## config.mk

```make
export PLATFORM = sky130hd
export DESIGN_NAME = complete_arbiter_flat
export DESIGN_NICKNAME = d
export VERILOG_FILES = /design/src/rtl/complete_arbiter_pkg.sv /design/src/rtl/complete_arbiter_if.sv /design/src/rtl/complete_arbiter_rr_multi_grant.sv /design/src/rtl/complete_arbiter.sv /design/src/flat_wrapper.sv
export SDC_FILE = /design/constraint.sdc
export NUM_CORES = 1
export LEC_CHECK = 0
export BUFFER_PORTS_ARGS = -buffer_cell sky130_fd_sc_hd__buf_2
export CORE_AREA = 2 2 182 184
export CTS_BUF_LIST = sky130_fd_sc_hd__clkbuf_4 sky130_fd_sc_hd__clkbuf_8
export DETAILED_ROUTE_END_ITERATION = 6
export DIE_AREA = 0 0 184 186
export PLACE_DENSITY = 0.58
export SLEW_MARGIN = 10
export SYNTH_ARGS = -nofsm -noshare
export SYNTH_HDL_FRONTEND = slang
export SYNTH_SLANG_ARGS = --single-unit
```

## constraint.sdc

```tcl
create_clock -name clk -period 13.15 [get_ports clk]
set_input_delay 3.2875 -clock clk [delete_from_list [all_inputs] [get_ports clk]]
set_output_delay 3.2875 -clock clk [all_outputs]
set_load 0.005 [all_outputs]
```

## src/rtl/complete_arbiter_pkg.sv

```systemverilog
// Shared completion-path types: the FU result packet and the registered CDB lane.
package complete_arbiter_pkg;

  localparam int NUM_FU = 8;
  localparam int CDB_W  = 2;

  typedef struct packed {
    logic        valid;
    logic [5:0]  dest_pr;
    logic [4:0]  rob_entry;
    logic [31:0] dest_value;
  } FU_COMPLETE_PACKET;

  typedef struct packed {
    logic              valid;
    FU_COMPLETE_PACKET pkt;
  } CDB_PACKET;

endpackage

```

## src/rtl/complete_arbiter_if.sv

```systemverilog
// FU-side request/stall bundle plus the registered CDB broadcast.
interface complete_arbiter_if
  import complete_arbiter_pkg::*;
#(
  parameter int NUM_FU = complete_arbiter_pkg::NUM_FU,
  parameter int CDB_W  = complete_arbiter_pkg::CDB_W
);
  logic              [NUM_FU-1:0] want_to_complete;
  FU_COMPLETE_PACKET [NUM_FU-1:0] fu_packet;
  logic              [NUM_FU-1:0] complete_stall;
  logic              [CDB_W-1:0]  cdb_valid;
  FU_COMPLETE_PACKET [CDB_W-1:0]  cdb_packet;

  modport master (output want_to_complete, fu_packet,
                  input  complete_stall, cdb_valid, cdb_packet);
  modport slave  (input  want_to_complete, fu_packet,
                  output complete_stall, cdb_valid, cdb_packet);
endinterface

```

## src/rtl/complete_arbiter_rr_multi_grant.sv

```systemverilog
// Combinational round-robin picker: first CDB_W requesters scanning from ptr, k-th hit on lane k.
module rr_multi_grant #(
  parameter int NUM_FU = 8,
  parameter int CDB_W  = 2,
  parameter int IDX_W  = $clog2(NUM_FU)
) (
  input  logic [NUM_FU-1:0]           req_i,
  input  logic [IDX_W-1:0]            ptr_i,
  output logic [NUM_FU-1:0]           grant_o,
  output logic [CDB_W-1:0]            lane_vld_o,
  output logic [CDB_W-1:0][IDX_W-1:0] lane_idx_o,
  output logic [IDX_W-1:0]            last_idx_o
);

  always_comb begin
    int              cnt;
    int              s;
    logic [IDX_W-1:0] idx;
    grant_o    = '0;
    lane_vld_o = '0;
    lane_idx_o = '0;
    last_idx_o = ptr_i;
    cnt        = 0;
    s          = 0;
    idx        = '0;
    for (int k = 0; k < NUM_FU; k++) begin
      s = int'(ptr_i) + k;
      if (s >= NUM_FU) s = s - NUM_FU;
      idx = s[IDX_W-1:0];
      if (req_i[idx] && cnt < CDB_W) begin
        grant_o[idx] = 1'b1;
        last_idx_o   = idx;
        for (int l = 0; l < CDB_W; l++) begin
          if (l == cnt) begin
            lane_vld_o[l] = 1'b1;
            lane_idx_o[l] = idx;
          end
        end
        cnt = cnt + 1;
      end
    end
  end

endmodule

```

## src/rtl/complete_arbiter.sv

```systemverilog
// Completion arbiter: grants up to CDB_W FUs per cycle round-robin and registers them onto the CDB.
module complete_arbiter
  import complete_arbiter_pkg::*;
#(
  parameter int NUM_FU = complete_arbiter_pkg::NUM_FU,
  parameter int CDB_W  = complete_arbiter_pkg::CDB_W,
  parameter int IDX_W  = $clog2(NUM_FU)
) (
  input  logic             clk,
  input  logic             rst_n,
  input  logic             squash_i,
  output logic [IDX_W-1:0] rr_ptr_o,
  complete_arbiter_if.slave bus
);

  logic [NUM_FU-1:0]           grant;
  logic [CDB_W-1:0]            lane_vld;
  logic [CDB_W-1:0][IDX_W-1:0] lane_idx;
  logic [IDX_W-1:0]            last_idx;
  logic [IDX_W-1:0]            rr_ptr_q, rr_ptr_d;
  CDB_PACKET [CDB_W-1:0]       cdb_q, cdb_d;

  rr_multi_grant #(.NUM_FU(NUM_FU), .CDB_W(CDB_W), .IDX_W(IDX_W)) u_pick (
    .req_i      (bus.want_to_complete),
    .ptr_i      (rr_ptr_q),
    .grant_o    (grant),
    .lane_vld_o (lane_vld),
    .lane_idx_o (lane_idx),
    .last_idx_o (last_idx)
  );

  // Squash wins over every request: nothing granted, nothing stalled.
  always_comb begin
    int t;
    bus.complete_stall = '0;
    rr_ptr_d           = rr_ptr_q;
    cdb_d              = '0;
    t                  = int'(last_idx) + 1;
    if (t >= NUM_FU) t = 0;
    if (rst_n && !squash_i) begin
      bus.complete_stall = bus.want_to_complete & ~grant;
      if (|grant) rr_ptr_d = t[IDX_W-1:0];
      for (int l = 0; l < CDB_W; l++) begin
        if (lane_vld[l]) begin
          cdb_d[l].valid = 1'b1;
          cdb_d[l].pkt   = bus.fu_packet[lane_idx[l]];
        end
      end
    end
  end

  always_ff @(posedge clk or negedge rst_n) begin
    if (!rst_n) begin
      rr_ptr_q <= '0;
      cdb_q    <= '0;
    end else begin
      rr_ptr_q <= rr_ptr_d;
      cdb_q    <= cdb_d;
    end
  end

  always_comb begin
    for (int l = 0; l < CDB_W; l++) begin
      bus.cdb_valid[l]  = cdb_q[l].valid;
      bus.cdb_packet[l] = cdb_q[l].pkt;
    end
  end

  assign rr_ptr_o = rr_ptr_q;

endmodule

```

## src/flat_wrapper.sv

```systemverilog
// flat-port wrapper written by rule: the top's interface ports become plain ports
module complete_arbiter_flat import complete_arbiter_pkg::*;
#(
  parameter int NUM_FU = complete_arbiter_pkg::NUM_FU,
  parameter int CDB_W  = complete_arbiter_pkg::CDB_W,
  parameter int IDX_W  = $clog2(NUM_FU)
)
  (clk, rst_n, squash_i, rr_ptr_o, bus_want_to_complete, bus_fu_packet, bus_complete_stall, bus_cdb_valid, bus_cdb_packet);
  complete_arbiter_if #(.NUM_FU(NUM_FU), .CDB_W(CDB_W)) bus_i ();
  input  logic clk;
  input  logic rst_n;
  input  logic squash_i;
  output logic [IDX_W-1:0] rr_ptr_o;
  input wire logic [$bits(bus_i.want_to_complete)-1:0] bus_want_to_complete;
  input wire logic [$bits(bus_i.fu_packet)-1:0] bus_fu_packet;
  output wire logic [$bits(bus_i.complete_stall)-1:0] bus_complete_stall;
  output wire logic [$bits(bus_i.cdb_valid)-1:0] bus_cdb_valid;
  output wire logic [$bits(bus_i.cdb_packet)-1:0] bus_cdb_packet;
  assign bus_i.want_to_complete = bus_want_to_complete;
  assign bus_i.fu_packet = bus_fu_packet;
  assign bus_complete_stall = bus_i.complete_stall;
  assign bus_cdb_valid = bus_i.cdb_valid;
  assign bus_cdb_packet = bus_i.cdb_packet;
  complete_arbiter #(.NUM_FU(NUM_FU), .CDB_W(CDB_W), .IDX_W(IDX_W)) u_core (.clk(clk), .rst_n(rst_n), .squash_i(squash_i), .rr_ptr_o(rr_ptr_o), .bus(bus_i));
endmodule
```

==> impl_metrics.toml <==
[worst_setup_path]
crit_type = "in2out"
arrival_ns = 9.31
worst_path_largest_cell_delay_ns = 0.56
cp_num_buf_inv = 4
critical_path_peak_fanout = 8
crit_required_ns = 9.86
critPathSlowestCell = "mux4_2"
cp-end-kind = "output port"
cp-start-kind = "input port"
crit_family = "simple AND/OR/NAND/NOR gates"

[yosys]
synth_top_area_share_pct = 22.1
netlist_instances = 1169
synth_fp_nets = 1556
netlist_area_um2 = 10500
postSynthAreaPerCell_um2 = 9.02
synth_edf_count = 0
ys_types = 80
yosys_warnings = 0
synthFlopType = "dfrtp_1"
yosysTopAreaCell = "dfrtp_1"
seq_area_frac_synth_pct = 22.1
synth.area.top_cells = "dfrtp_1 (22%), mux2i_1 (14%), mux2_2 (11%), a221o_1 (4.2%), a2bb2oi_1 (3.9%)"
async_reset_ff_share_pct = 100
ys_ff_latch = 93

[clock_network]
cts_made_buffers = 9
clkSinkCount = 93
cts_hold_buf = 0
cts.clk_slew.worst_paths_ns = 0.09
htreeDepth = 3
cts_setup_buffers = 0
cts.root.buffer_cell = "clkbuf_8"
clkLatencyLatePin_ns = 0.41
cts_tree = "built"
cts_resized = 0
cts_buffer_depth = 2

[run_status]
status = "finished, final reports clean"

[timing]
fmax_ghz = 0.0794
fin_crit_sh_pct = 95.8
finalHoldViolCount = 0
rsz0062_at_grt = "false"
slew_violations = 0
worst_pin_slew_ns = 1.23
finalClockSkew_ns = 0.0223
finalSetupTns_ns = 0
slew_headroom_pct = 17.8
setup_violations = 0
layout_min_cycle_time_ns = 12.59

[die]
ios = 464
num_rows = 66
core_um2 = 32200
die_w_um = 184
die_y_um = 186
start_util_pct = 32.8
design.die.area_um2 = 34200

[placement]
io_buffers = 463
postPlaceCellArea_um2 = 13200
place.gp.congestion = 0.962
post-dp-hpwl_mm = 38.9

[cells_and_area]
fin_nets = 1957
layout-drive-gt1-share_pct = 41.3
nFillCells = 3315
stdcell_area_um2 = 13400
syn_to_final_growth_pct = 27.1

[drt]
routed_via_density = 6.28
dr.pass1.iters = 5
post-route-drc-count = 0
num_vias = 12525
drt_wl_total_mm = 54.4
drtIter0Drc = 1063
postRouteAntennaNets = 0
detail_route.wl_per_cell_um = 27.3

[run]
maxCapViolations = 0

[global_route]
grt_pass1_wl_mm = 78.5
overflow = 0
antenna_found_initial = 14
grt_use_total_pct = 30.5
grt_max_degree = 134
first_global_vias = 12631

[min_path]
hold_path.class = "reg2reg"
[path summary, 6_finish.rpt]
check | startpoint | end | slack [ns] | cells past startpoint
setup / recovery | bus_want_to_complete[6] | bus_complete_stall[1] | 0.56 | 27
hold / removal | u_core.rr_ptr_o[0] | u_core.rr_ptr_o[0] | 0.77 | 2
setup reg to reg | u_core.rr_ptr_o[1] | u_core.bus.cdb_packet[76] | 3.47 | 28
hold reg to reg | u_core.rr_ptr_o[0] | u_core.rr_ptr_o[0] | 0.77 | 2
max in group asynchronous | rst_n | u_core.bus.cdb_packet[54] | 8.98 | 2
min in group asynchronous | rst_n | u_core.bus.cdb_packet[73] | 2.87 | 1
[kinds of logic (layout without fill, tap and decap cells)]
logic type,Yosys count,after routing,synth area share (%)
AOI/OAI and AO/OA,378,378,28.6
xor gates and xnor gates,9,9,0.747
adders and majority gates,24,24,2.85
buffers and inverters,131,537,6.24
DFF,93,93,22.1
muxes,257,257,26.3
other,0,13,0
and+or+nand+nor,277,277,13.2
[placed cells by master, fill, tap and decap left out, drive strengths merged, types with 48 or more instances in the layout]
master	Yosys	layout
nand2	53	53
a211oi	52	52
mux2	102	102
nor2	66	66
o22ai	49	49
a22oi	49	49
buf	59	497
nor3	55	55
and2	48	48
mux2i	149	149
dfrtp	93	93
[area by class of cell]
class / instances / area [µm²] / share of cell area, %
Antenna cell: 13 / 32.5 / 0.243
Clock buffer: 12 / 159 / 1.19
Clock inverter: 4 / 53.8 / 0.401
Inverter: 24 / 90.1 / 0.672
Multi-Input combinational cell: 945 / 7630 / 56.9
Sequential cell: 93 / 2330 / 17.4
Tap cell: 408 / 510 / 3.81
Timing Repair Buffer: 497 / 2600 / 19.4
[Yosys cell counts (16+ instances only)]
master and instances:
ha_1 24, and2_1 47, inv_1 18, o21ai_0 18, a2bb2oi_1 47, o22ai_1 49, buf_2 33, mux2_2 100
nand2_1 52, nor2_1 62, nor3_1 53, o221ai_1 44, a22oi_1 49, nand3_1 17, a221o_1 44, buf_4 18
a211oi_1 52, mux2i_1 149, a21oi_1 16, dfrtp_1 93, clkbuf_1 46
[state kept, by name (all words and copies together) (netlist names)]
signal	cells
u_core.rr_ptr_o	3
u_core.bus.cdb_valid	2
u_core.bus.cdb_packet	88
[metrics by stage]
step                util [%]  std cells  setup slack, ns  hold WS (ns)
detailed placement      40.9       1967            0.662         0.761
global route            41.6       1992           0.0482         0.832
CTS                     41.5       1983            0.634         0.783
global placement        40.9       1967            0.769         0.771
floorplan                  -       1169            0.971         0.830
finish                  41.6       1996            0.557         0.770
[routing by layer]
metal	track usage, %	share of wire [%]	vias up
met5	0	0.096	-
met4	14.0	3.6	6
met3	7.30	9.6	168
met2	49.7	47	853
met1	38.2	40	6057
li1	-	-	5441
[tightest hold or removal path: cells and delay by family, from the launching register on]
kind | cells | cell delay, ns
AOI/OAI and AO/OA | 1 | 0.20
buffers and inverters | 1 | 0.17
DFF | 1 | 0.37
Power is left out: the tool's default activity adds up to more than one toggle a clock period on the data nets, which glitch-free logic cannot reach.
